File: src/rtl/padding_nd_pkg.sv
// Shared types and config helpers for the spatial padding stage.
package padding_nd_pkg;

    localparam int MAX_PAD     = 8;
    localparam int PKG_MAX_W   = 256;
    localparam int PKG_MAX_H   = 256;
    localparam int PKG_ELEM_W  = 8;
    localparam int SIZE_W_BITS = $clog2(PKG_MAX_W) + 1;
    localparam int SIZE_H_BITS = $clog2(PKG_MAX_H) + 1;
    localparam int PAD_BITS    = $clog2(MAX_PAD) + 1;

    typedef struct packed {
        logic [SIZE_W_BITS-1:0] size_w;
        logic [SIZE_H_BITS-1:0] size_h;
        logic [PAD_BITS-1:0]    pad_top;
        logic [PAD_BITS-1:0]    pad_bottom;
        logic [PAD_BITS-1:0]    pad_left;
        logic [PAD_BITS-1:0]    pad_right;
        logic [PKG_ELEM_W-1:0]  pad_value;
    } PadCfg;

    typedef enum logic [1:0] {
        IDLE   = 2'd0,
        RUN    = 2'd1,
        BYPASS = 2'd2,
        DRAIN  = 2'd3
    } PadState;

    function automatic logic cfg_illegal(input PadCfg c);
        return (c.size_w == '0) || (c.size_h == '0) ||
               (c.pad_top    > PAD_BITS'(MAX_PAD)) || (c.pad_bottom > PAD_BITS'(MAX_PAD)) ||
               (c.pad_left   > PAD_BITS'(MAX_PAD)) || (c.pad_right  > PAD_BITS'(MAX_PAD));
    endfunction

    function automatic logic cfg_no_pad(input PadCfg c);
        return (c.pad_top == '0) && (c.pad_bottom == '0) &&
               (c.pad_left == '0) && (c.pad_right == '0);
    endfunction

endpackage

File: src/rtl/padding_nd_pad_pos_counter.sv
// Row/column walker over the padded tile; position flags are registered
// from next-position values so they are ready at the start of each cycle.
module pad_pos_counter #(
    parameter int DIM_W = 10
) (
    input  logic                  clk,
    input  logic                  resetn,
    input  logic                  clear_i,
    input  logic                  advance_i,
    input  padding_nd_pkg::PadCfg cfg_i,
    output logic                  interior_o,
    output logic                  first_o,
    output logic                  last_w_o,
    output logic                  last_elm_o
);
    import padding_nd_pkg::*;

    logic [DIM_W-1:0] row_q, row_d, col_q, col_d;
    logic [DIM_W-1:0] pw_q, pw_d, ph_q, ph_d;
    logic [DIM_W-1:0] row_lo_q, row_lo_d, row_hi_q, row_hi_d;
    logic [DIM_W-1:0] col_lo_q, col_lo_d, col_hi_q, col_hi_d;
    logic             interior_q, interior_d, first_q, first_d;
    logic             last_w_q, last_w_d, last_elm_q, last_elm_d;
    logic             unused_pad_value_s;

    assign unused_pad_value_s = ^cfg_i.pad_value;

    // Bounds and padded dimensions: captured from the offered config on clear
    always_comb begin
        row_lo_d = row_lo_q;
        row_hi_d = row_hi_q;
        col_lo_d = col_lo_q;
        col_hi_d = col_hi_q;
        pw_d     = pw_q;
        ph_d     = ph_q;
        if (clear_i) begin
            row_lo_d = DIM_W'(cfg_i.pad_top);
            row_hi_d = DIM_W'(cfg_i.pad_top) + DIM_W'(cfg_i.size_h);
            col_lo_d = DIM_W'(cfg_i.pad_left);
            col_hi_d = DIM_W'(cfg_i.pad_left) + DIM_W'(cfg_i.size_w);
            ph_d     = row_hi_d + DIM_W'(cfg_i.pad_bottom);
            pw_d     = col_hi_d + DIM_W'(cfg_i.pad_right);
        end else begin
            pw_d = pw_q;
            ph_d = ph_q;
        end
    end

    // Position update; the registered last-in-row flag drives the wrap
    always_comb begin
        row_d = row_q;
        col_d = col_q;
        if (clear_i) begin
            row_d = '0;
            col_d = '0;
        end else if (advance_i) begin
            if (last_w_q) begin
                col_d = '0;
                row_d = row_q + DIM_W'(1);
            end else begin
                col_d = col_q + DIM_W'(1);
            end
        end else begin
            row_d = row_q;
            col_d = col_q;
        end
    end

    // Flags for the position the counters will hold next cycle
    always_comb begin
        interior_d = (row_d >= row_lo_d) && (row_d < row_hi_d) &&
                     (col_d >= col_lo_d) && (col_d < col_hi_d);
        first_d    = (row_d == '0) && (col_d == '0);
        last_w_d   = (col_d == pw_d - DIM_W'(1));
        last_elm_d = last_w_d && (row_d == ph_d - DIM_W'(1));
    end

    // State registers
    always_ff @(posedge clk or negedge resetn) begin
        if (!resetn) begin
            row_q      <= '0;
            col_q      <= '0;
            pw_q       <= '0;
            ph_q       <= '0;
            row_lo_q   <= '0;
            row_hi_q   <= '0;
            col_lo_q   <= '0;
            col_hi_q   <= '0;
            interior_q <= 1'b0;
            first_q    <= 1'b0;
            last_w_q   <= 1'b0;
            last_elm_q <= 1'b0;
        end else begin
            row_q      <= row_d;
            col_q      <= col_d;
            pw_q       <= pw_d;
            ph_q       <= ph_d;
            row_lo_q   <= row_lo_d;
            row_hi_q   <= row_hi_d;
            col_lo_q   <= col_lo_d;
            col_hi_q   <= col_hi_d;
            interior_q <= interior_d;
            first_q    <= first_d;
            last_w_q   <= last_w_d;
            last_elm_q <= last_elm_d;
        end
    end

    assign interior_o = interior_q;
    assign first_o    = first_q;
    assign last_w_o   = last_w_q;
    assign last_elm_o = last_elm_q;

endmodule

File: src/rtl/padding_nd.sv
// Spatial padding of a streamed H x W tile with per-side pad amounts,
// programmable pad constant, bypass and ready/valid on both sides.
module padding_nd #(
    parameter int LANES   = 8,
    parameter int ELEM_W  = 8,
    parameter int MAX_W   = 256,
    parameter int MAX_H   = 256,
    parameter int MAX_PAD = 8,
    parameter int DIM_W   = $clog2(MAX_W + 2*MAX_PAD) + 1
) (
    input  logic                      clk,
    input  logic                      resetn,
    input  logic                      cfg_valid,
    output logic                      cfg_ready,
    input  logic [$clog2(MAX_W):0]    size_w,
    input  logic [$clog2(MAX_H):0]    size_h,
    input  logic [$clog2(MAX_PAD):0]  pad_top,
    input  logic [$clog2(MAX_PAD):0]  pad_bottom,
    input  logic [$clog2(MAX_PAD):0]  pad_left,
    input  logic [$clog2(MAX_PAD):0]  pad_right,
    input  logic [ELEM_W-1:0]         pad_value,
    input  logic [LANES*ELEM_W-1:0]   d_value,
    input  logic                      d_valid,
    output logic                      d_ready,
    output logic [LANES*ELEM_W-1:0]   q_value,
    output logic                      q_valid,
    input  logic                      q_ready,
    output logic                      q_new_tile,
    output logic                      q_last_w,
    output logic                      q_last_elm,
    output logic                      q_is_pad,
    output logic                      cfg_err
);
    import padding_nd_pkg::*;

    PadCfg                    cfg_s;
    PadState                  state_q, state_d;
    logic [LANES*ELEM_W-1:0]  q_value_q, q_value_d;
    logic                     q_valid_q, q_valid_d, q_is_pad_q, q_is_pad_d;
    logic                     q_new_tile_q, q_new_tile_d, q_last_w_q, q_last_w_d;
    logic                     q_last_elm_q, q_last_elm_d, cfg_err_q, cfg_err_d;
    logic [ELEM_W-1:0]        pad_value_q, pad_value_d;
    logic                     adv_s, load_s, load_pad_s, d_ready_s, cnt_clear_s;
    logic                     interior_s, first_s, last_w_s, last_elm_s;

    assign cfg_s = '{size_w: size_w, size_h: size_h, pad_top: pad_top,
                     pad_bottom: pad_bottom, pad_left: pad_left,
                     pad_right: pad_right, pad_value: pad_value};

    assign adv_s = !q_valid_q || q_ready;

    pad_pos_counter #(.DIM_W(DIM_W)) u_pos (
        .clk        (clk),
        .resetn     (resetn),
        .clear_i    (cnt_clear_s),
        .advance_i  (load_s),
        .cfg_i      (cfg_s),
        .interior_o (interior_s),
        .first_o    (first_s),
        .last_w_o   (last_w_s),
        .last_elm_o (last_elm_s)
    );

    // FSM next state, input handshake and output-register load selection
    always_comb begin
        state_d      = state_q;
        q_valid_d    = q_valid_q;
        q_value_d    = q_value_q;
        q_is_pad_d   = q_is_pad_q;
        q_new_tile_d = q_new_tile_q;
        q_last_w_d   = q_last_w_q;
        q_last_elm_d = q_last_elm_q;
        pad_value_d  = pad_value_q;
        cfg_err_d    = 1'b0;
        cnt_clear_s  = 1'b0;
        load_s       = 1'b0;
        load_pad_s   = 1'b0;
        d_ready_s    = 1'b0;
        case (state_q)
            IDLE: begin
                if (cfg_valid) begin
                    if (cfg_illegal(cfg_s)) begin
                        cfg_err_d = 1'b1;
                    end else begin
                        cnt_clear_s = 1'b1;
                        pad_value_d = cfg_s.pad_value;
                        state_d     = cfg_no_pad(cfg_s) ? BYPASS : RUN;
                    end
                end else begin
                    state_d = IDLE;
                end
            end
            RUN: begin
                if (adv_s) begin
                    q_valid_d = 1'b0;
                    if (interior_s) begin
                        d_ready_s = 1'b1;
                        load_s    = d_valid;
                    end else begin
                        load_s     = 1'b1;
                        load_pad_s = 1'b1;
                    end
                end else begin
                    load_s = 1'b0;
                end
            end
            BYPASS: begin
                if (adv_s) begin
                    q_valid_d = 1'b0;
                    d_ready_s = 1'b1;
                    load_s    = d_valid;
                end else begin
                    load_s = 1'b0;
                end
            end
            DRAIN: begin
                if (adv_s) begin
                    q_valid_d = 1'b0;
                    state_d   = IDLE;
                end else begin
                    state_d = DRAIN;
                end
            end
            default: begin
                state_d = IDLE;
            end
        endcase
        if (load_s) begin
            q_valid_d    = 1'b1;
            q_value_d    = load_pad_s ? {LANES{pad_value_q}} : d_value;
            q_is_pad_d   = load_pad_s;
            q_new_tile_d = first_s;
            q_last_w_d   = last_w_s;
            q_last_elm_d = last_elm_s;
            state_d      = last_elm_s ? DRAIN : state_q;
        end else begin
            cnt_clear_s = cnt_clear_s;
        end
    end

    // State and output registers
    always_ff @(posedge clk or negedge resetn) begin
        if (!resetn) begin
            state_q      <= IDLE;
            q_valid_q    <= 1'b0;
            q_value_q    <= '0;
            q_is_pad_q   <= 1'b0;
            q_new_tile_q <= 1'b0;
            q_last_w_q   <= 1'b0;
            q_last_elm_q <= 1'b0;
            pad_value_q  <= '0;
            cfg_err_q    <= 1'b0;
        end else begin
            state_q      <= state_d;
            q_valid_q    <= q_valid_d;
            q_value_q    <= q_value_d;
            q_is_pad_q   <= q_is_pad_d;
            q_new_tile_q <= q_new_tile_d;
            q_last_w_q   <= q_last_w_d;
            q_last_elm_q <= q_last_elm_d;
            pad_value_q  <= pad_value_d;
            cfg_err_q    <= cfg_err_d;
        end
    end

    assign cfg_ready  = (state_q == IDLE);
    assign d_ready    = d_ready_s;
    assign q_value    = q_value_q;
    assign q_valid    = q_valid_q;
    assign q_is_pad   = q_is_pad_q;
    assign q_new_tile = q_new_tile_q;
    assign q_last_w   = q_last_w_q;
    assign q_last_elm = q_last_elm_q;
    assign cfg_err    = cfg_err_q;

endmodule

File: config.mk
export PLATFORM = sky130hd
export DESIGN_NAME = padding_nd
export DESIGN_NICKNAME = d
export VERILOG_FILES = /design/src/rtl/padding_nd_pkg.sv /design/src/rtl/padding_nd_pad_pos_counter.sv /design/src/rtl/padding_nd.sv
export SDC_FILE = /design/constraint.sdc
export NUM_CORES = 1
export LEC_CHECK = 0
export ABC_AREA = 1
export CAP_MARGIN = 40
export CORE_UTILIZATION = 45
export DETAILED_ROUTE_END_ITERATION = 8
export HOLD_SLACK_MARGIN = 0.08
export PLACE_DENSITY = 0.73
export RECOVER_POWER = 50
export SLEW_MARGIN = 20
export SYNTH_ARGS = -nofsm -noshare
export SYNTH_HDL_FRONTEND = slang
export SYNTH_HIERARCHICAL = 1
export SYNTH_SLANG_ARGS = --single-unit
File: constraint.sdc
create_clock -name clk -period 8.2 [get_ports clk]
set_input_delay 2.05 -clock clk [delete_from_list [all_inputs] [get_ports clk]]
set_output_delay 2.05 -clock clk [all_outputs]
set_load 0.01 [all_outputs]
# [Word-level counts from Yosys, hierarchy flattened]
# Cells that the tools add are included.
# W data, S select, Z words.
[totals] register_bits=164 input_bits=111 elab_cells=116
[classes] addsub=8 order_cmp=8 n_eq_ne=7 muxes=40 n_bitwise=1 n_reduce_logical=31
[op_table] op="$mux W10" n=12
[op_table] op="$mux W64" n=1
[op_table] op="$add A10 B1 Y10 const B" n=2
[op_table] op="$add A10 B4 Y10" n=2
[op_table] op="$add A4 B9 Y10" n=2
[op_table] op="$eq A10 B10 Y1" n=2
[op_table] op="$ge A10 B10 Y1" n=2
[op_table] op="$logic_not A10 Y1" n=2
[op_table] op="$lt A10 B10 Y1" n=2
[op_table] op="$sub A10 B1 Y10 const B" n=2
[op_table] op="$logic_not A9 Y1" n=2
[op_table] op="$mux W1" n=18
[op_table] op="$gt A4 B4 Y1 const B" n=4
[op_table] op="$logic_not A4 Y1" n=4
[op_table] op="$mux W2" n=6
[op_table] op="$logic_and A1 B1 Y1" n=8
[op_table] op="$logic_or A1 B1 Y1" n=6
[op_table] op="$reduce_and A3 Y1" n=2
[op_table] op="$eq A2 B2 Y1 const B" n=2
[op_table] op="$ne A4 B4 Y1 const B" n=1
[op_table] op="$pmux W1 S2" n=2
[op_table] op="$pmux W2 S2" n=1
[op_table] op="$reduce_bool A2 Y1" n=2
[op_table] op="$reduce_bool A3 Y1" n=1
[op_table] op="7 further kinds" n=7

# [Longest topological paths before layout]
[logic_depth] word_depth=14 depth_mapped=32 ltp_nobuf=30

# [By module]
# Netlist, hierarchy kept.
[by_module_without_submodules] mod="pad_pos_counter" instances=1 cells_each=929 area_each_um2=6448.7 seq_area_each_um2=2102.0
[by_module_without_submodules] mod="padding_nd" instances=1 cells_each=451 area_each_um2=3653.5 seq_area_each_um2=2001.9

# [Worst setup path before layout]
# OpenSTA, ideal clock, no wires.
[synth_path] path_kind="in2reg" from="input port pad_top[1]" to="register u_pos.interior_q (netlist: u_pos/interior_o)" setup_ps=101 arrival_ps=5022 setup_slack_ps=3077 path_stages=25 path_cell_list="nor2_1 > nand2_1 > nand2_1 > nand2_1 > nor2_1 > nand2_1 > inv_2 > nand2_4 > inv_2 > buf_6 > buf_6 > clkbuf_1 > clkbuf_1 > clkbuf_1 > nand2_1 > o21ai_0 > inv_1 > ha_1 > a21oi_1 > nor2_1 > a211oi_1 > o21ai_0 > nand3_1 > a21oi_1 > nor4_1"
[synth_between] elab_chain_cells=13
[synth_lines] element="start: declaration" line="padding_nd.sv:17" rtl="input logic [$clog2(MAX_PAD):0] pad_top,"
[synth_lines] element="$gt A4 B4 Y1" line="padding_nd_pkg.sv:31" rtl="(c.pad_top > PAD_BITS'(MAX_PAD)) || (c.pad_bottom > PAD_BITS'(MAX_PAD)) ||"
[synth_lines] element="$logic_or A1 B1 Y1" line="padding_nd_pkg.sv:30" rtl="return (c.size_w == '0) || (c.size_h == '0) ||"
[synth_lines] element="$logic_or A1 B1 Y1 (2 in a row)" line="padding_nd_pkg.sv:31"
[synth_lines] element="$logic_or A1 B1 Y1" line="padding_nd_pkg.sv:32" rtl="(c.pad_left > PAD_BITS'(MAX_PAD)) || (c.pad_right > PAD_BITS'(MAX_PAD));"
[synth_lines] element="$mux W1" line="padding_nd.sv:82" rtl="if (cfg_illegal(cfg_s)) begin"
[synth_lines] element="$mux W1" line="padding_nd.sv:81" rtl="if (cfg_valid) begin"
[synth_lines] element="$mux W1" line="padding_nd.sv:79" rtl="case (state_q)"
[synth_lines] element="named net cnt_clear_s" line="padding_nd.sv:43" rtl="logic adv_s, load_s, load_pad_s, d_ready_s, cnt_clear_s;"
[synth_lines] element="$mux W10" line="padding_nd_pad_pos_counter.sv:36" rtl="if (clear_i) begin"
[synth_lines] element="named net u_pos.row_hi_d[3]" line="padding_nd_pad_pos_counter.sv:20" rtl="logic [DIM_W-1:0] row_lo_q, row_lo_d, row_hi_q, row_hi_d;"
[synth_lines] element="$lt A10 B10 Y1" line="padding_nd_pad_pos_counter.sv:71" rtl="interior_d = (row_d >= row_lo_d) && (row_d < row_hi_d) &&"
[synth_lines] element="$logic_and A1 B1 Y1 (2 in a row)" line="padding_nd_pad_pos_counter.sv:71"
[synth_lines] element="$logic_and A1 B1 Y1" line="padding_nd_pad_pos_counter.sv:72" rtl="(col_d >= col_lo_d) && (col_d < col_hi_d);"
[synth_lines] element="named net u_pos.interior_d" line="padding_nd_pad_pos_counter.sv:22" rtl="logic interior_q, interior_d, first_q, first_d;"
[synth_lines] element="end signal: assignment" line="padding_nd_pad_pos_counter.sv:102" rtl="interior_q <= interior_d;"
[synth_lines] element="end: declaration" line="padding_nd_pad_pos_counter.sv:22"
# The timed path passes the listed nets, and every way through them passes these cells.
# A chain may end at the register's enable or synchronous reset.

# [Worst setup path after layout]
[layout_path] from="input port q_ready" to="register u_pos.interior_q (netlist: u_pos/interior_o)"
[layout_between] elab_chain_cells=9
[layout_lines] element="start: declaration" line="padding_nd.sv:27" rtl="input logic q_ready,"
[layout_lines] element="$logic_or A1 B1 Y1 *" line="padding_nd.sv:50" rtl="assign adv_s = !q_valid_q || q_ready;"
[layout_lines] element="$mux W1 (on tied branches)" line="padding_nd.sv:108, padding_nd.sv:94"
[layout_lines] element="$pmux W1 S2 *" line="padding_nd.sv:79"
[layout_lines] element="$mux W10 *" line="padding_nd_pad_pos_counter.sv:56" rtl="end else if (advance_i) begin"
[layout_lines] element="$mux W10 *" line="padding_nd_pad_pos_counter.sv:53" rtl="if (clear_i) begin"
[layout_lines] element="named net u_pos.row_d[4]" line="padding_nd_pad_pos_counter.sv:18" rtl="logic [DIM_W-1:0] row_q, row_d, col_q, col_d;"
[layout_lines] element="$ge A10 B10 Y1 / $lt A10 B10 Y1 (equally long branches)" line="padding_nd_pad_pos_counter.sv:71"
[layout_lines] element="$logic_and A1 B1 Y1 * (2 in a row)" line="padding_nd_pad_pos_counter.sv:71"
[layout_lines] element="$logic_and A1 B1 Y1 *" line="padding_nd_pad_pos_counter.sv:72"
[layout_lines] element="named net u_pos.interior_d" line="padding_nd_pad_pos_counter.sv:22"
# Mark *: on every way through the listed nets, which the timed path passes. The rest lies on a longest branch.

==> summary.md <==
| Metric | Value |
|---|---|
| CP Data Required Time | `8530 ps` |
| Logic pwr share | `53.4%` |
| Largest net degree at the start of global routing | `85` |
| Post-route DRC | `0` |
| Share of post-route cells with drive strength above 1 | `7.216%` |
| Status | `finished, violations left` |
| Data arrival, critical path | `7070 ps` |
| Min-delay worst type | `register to register` |
| Cell Rows | `54` |
| Critical path class | `input pin to register` |
| CP cell instances | `clkdlybuf4s50_1, nor2_4, nor2_1, o21ai_4, clkbuf_1, inv_2, nand2_2, nor2_1, inv_1, o21ai_0, a21oi_1, ha_1, nand2_1, nor2_1, a211oi_1, o21ai_0, nand3_1, a21oi_1, nor4_1` |
| Total Wirelength | `27590 um` |
| CP startpoint kind | `input pin` |
| CTS resizes | `0` |
| I/O pins | `183` |
| Main combinational cell family by area after synthesis | `simple AND/OR/NAND/NOR gates` |
| Crit-path most repeated cell | `nor2_1` |
| Yosys cell types | `42` |
| Sequential power share | `29.1%` |
| Sw Pwr | `0.001985 W` |
| Post-synthesis sequential area ratio | `40.62%` |
| Starting density of the core | `46.15%` |
| Post-synth EDFFs | `0` |
| Worst Tran Pin Value | `3740 ps` |
| FF+latch count, synth | `164` |
| Uppermost layer routed | `met4` |
| Warnings from Yosys | `6` |
| CTS hold repair buffers | `0` |
| Achievable Freq | `148.3 MHz` |
| Synth Area in Simple Gates | `35.43%` |
| DR vias | `9521` |
| Buffer depth of the longest clock path | `2` |
| Max-slew violations | `156` |
| First-pass GRT wire length | `46000 um` |
| Internal power | `0.002515 W` |
| Power per cell area | `353.1 nW/um^2` |
| # clock sinks | `164` |
| Initial antenna violation count | `0` |
| Core area | `21890 um^2` |
| Commonest cells after routing, fill and taps aside | `nand2_1 (420), nand3_1 (168), inv_1 (166)` |
| Clk pwr share | `17.5%` |
| DRT met1 WL | `12820 um` |
| Synthesis-to-layout area growth | `26.12%` |
| Max transition margin | `-149.3%` |
| Syn Area/Cell | `7.320 um^2` |
| Clock slew at reported path FFs | `70 ps` |
| Die width | `151.8 um` |
| Input/output buffers | `182` |
| Clock latency on the worst-skew pair | `440 ps` |
| Maximum VDD drop | `0.2144 mV` |
| Post-synthesis adder-cell area fraction | `8.472%` |
| 1st-pass router iterations | `5` |
| Vias in the first global route | `9107` |
| Die area | `23050 um^2` |
| Met3 routed wirelength | `1483 um` |
| Routed vias/inst | `5.158` |
| Mux cell area share after synthesis | `0%` |
| Worst setup margin | `1457 ps` |
| Worst setup EP type | `register` |
| H-tree depth | `4` |
| Setup Slack @ Placement | `1950 ps` |
| Failing checks | `max-capacitance violations, max-slew violations` |
| Delay of the slowest critical-path stage | `1720 ps` |
| CP Max Fanout | `57` |
| Antenna viol nets, final | `0` |
| Final setup viols | `0` |
| Ant diodes | `0` |
| Leakage power | `6.639 nW` |
| Synth Area in XOR/XNOR | `0.7803%` |
| Post-detail-place hpwl | `20680 um` |
| Total setup buffers inserted after CTS | `0` |
| Compound-gate portion of the synthesized area | `5.846%` |
| Worst path slowest cell | `clkbuf_1` |
| RSZ-0062 raised after global routing | `no` |
| Pwr Total | `0.004499 W` |
| Die Height | `151.8 um` |
| Root Buffer | `clkbuf_16` |
| CTS tree | `yes` |
| Total grt overflow | `0` |
| # nets final | `1730` |
| GP Congestion | `0.9059` |
| Max_cap viols | `3` |
| Clock Skew | `9.319 ps` |
| Inserted Clock Buffers | `17` |
| Sum of negative setup slack | `0 ps` |
| Wire per inst | `14.95 um` |
| Post-synth net total | `1557` |
| Tot GR Track Use | `24.65%` |
| DRT iter0 DRCs | `587` |
| Prevailing post-synth register cell | `dfrtp_1` |
| Met2 wire len | `12780 um` |
| Min Tclk post-route | `6743 ps` |
| Hold Fails Final Rpt | `0` |
| Commonest non-fill, non-tap cell in the layout | `nand2_1` |
| Synthesized area | `10100 um^2` |
| Syn Inst Count | `1380` |
| Final Cycle Share | `82.24%` |
| Post-synth ARST share | `100.0%` |
| Sw Share | `44.11%` |
==> path summary, 6_finish.rpt <==
path	startpoint	to	slack, ps	depth (start not counted)
setup / recovery	q_ready	u_pos/interior_o	1460	19
hold / removal	u_pos/first_o	q_new_tile	450	2
setup reg to reg	state_q[0]	u_pos/interior_o	2860	20
hold reg to reg	u_pos/first_o	q_new_tile	450	2
max in group asynchronous	resetn	u_pos/row_hi_q[4]	2380	2
min in group asynchronous	resetn	u_pos/col_lo_q[1]	1730	1
==> critical path, delay by kind of cell <==
| kind | cells | cell delay (ps) |
|---|---|---|
| AO/OA/AOI/OAI | 6 | 1180 |
| adder cells (fa/ha/maj) | 1 | 370 |
| AND/OR/NAND/NOR | 8 | 1110 |
| buffers and inverters | 4 | 2330 |
==> routing by layer <==
| metal | GRT usage [%] | vias to the layer above |
|---|---|---|
| met4 | 7.286 | 0 |
| li1 | - | 4756 |
| met5 | 0 | - |
| met1 | 34.01 | 4438 |
| met2 | 39.74 | 291 |
| met3 | 4.164 | 36 |
==> flip-flops by register name, indices dropped and copies added (netlist names) <==
name	flops
q_value	64
u_pos/col_hi_q	10
u_pos/col_lo_q	10
u_pos/col_q	10
u_pos/ph_q	10
u_pos/pw_q	10
u_pos/row_hi_q	10
u_pos/row_lo_q	10
u_pos/row_q	10
pad_value_q	8
state_q	2
cfg_err	1
q_is_pad	1
q_last_elm	1
q_last_w	1
q_new_tile	1
q_valid	1
u_pos/first_o	1
u_pos/interior_o	1
u_pos/last_elm_o	1
u_pos/last_w_o	1
==> Yosys cell counts, types with 2 or more instances <==
library cell	n	area (um^2)
nand2_1	420	1577
nand3_1	168	840.8
inv_1	166	623.1
dfrtp_1	164	4104
nor2_1	133	499.2
ha_1	62	775.7
a21oi_1	61	305.3
o21ai_0	31	155.2
nand4_1	22	137.6
buf_2	19	95.09
or2_2	17	106.4
nand2_2	16	100.1
inv_2	13	48.80
nor2_2	7	43.79
nor2_4	7	78.83
nor4_1	7	43.79
clkbuf_1	6	22.52
buf_6	5	56.30
nand3_2	5	50.05
nand3b_1	5	37.54
xor2_1	5	43.79
buf_4	4	30.03
fa_1	4	80.08
o21ai_1	4	20.02
xnor2_1	4	35.03
buf_1	3	11.26
nor3_1	3	15.01
o21ai_2	3	26.28
nor3b_1	2	15.01
o211ai_1	2	15.01
==> logic make-up (layout without fill, tap and decap cells) <==
family	count (synthesis)	count (layout)
DFF	164	164
and+or+nand+nor	815	815
AOI/OAI and AO/OA	109	109
xor gates and xnor gates	9	9
adders and majority gates	66	66
buffers and inverters	217	403
==> power by group through the flow <==
stage / Sequential, W / Clock [W] / Combinational (W)
4_1_cts: 0.00131 / 0.000802 / 0.00240
5_1_grt: 0.00135 / 0.000835 / 0.00271
3_3_place_gp: 0.00131 / 0 / 0.00232
2_1_floorplan: 0.00137 / 0 / 0.00153
6_report: 0.00131 / 0.000790 / 0.00240
3_5_place_dp: 0.00132 / 0 / 0.00238
==> stage by stage <==
stage                     cells  util (%)  hold WS (ps)  instance area [um^2]
final                      1846     58.20         448.0                 12740
after global routing       1846     58.20         484.3                 12740
after CTS                  1844     58.13         447.0                 12720
after floorplan            1380         -         418.3                 10100
after detailed placement   1812     55.46         432.9                 12140
after global placement     1811     55.33         425.7                 12110
==> layout make-up <==
type                       instances  area, um^2
clock buffer                      17       425.4
clock inverter                    15       158.9
fill                            2011        9150
inverter                         180       678.2
multi-input combinational        999        5112
sequential                       164        4104
tap                              280       350.3
timing repair buffer             191        1912
Note: power is estimated with default switching activity, not from simulation.
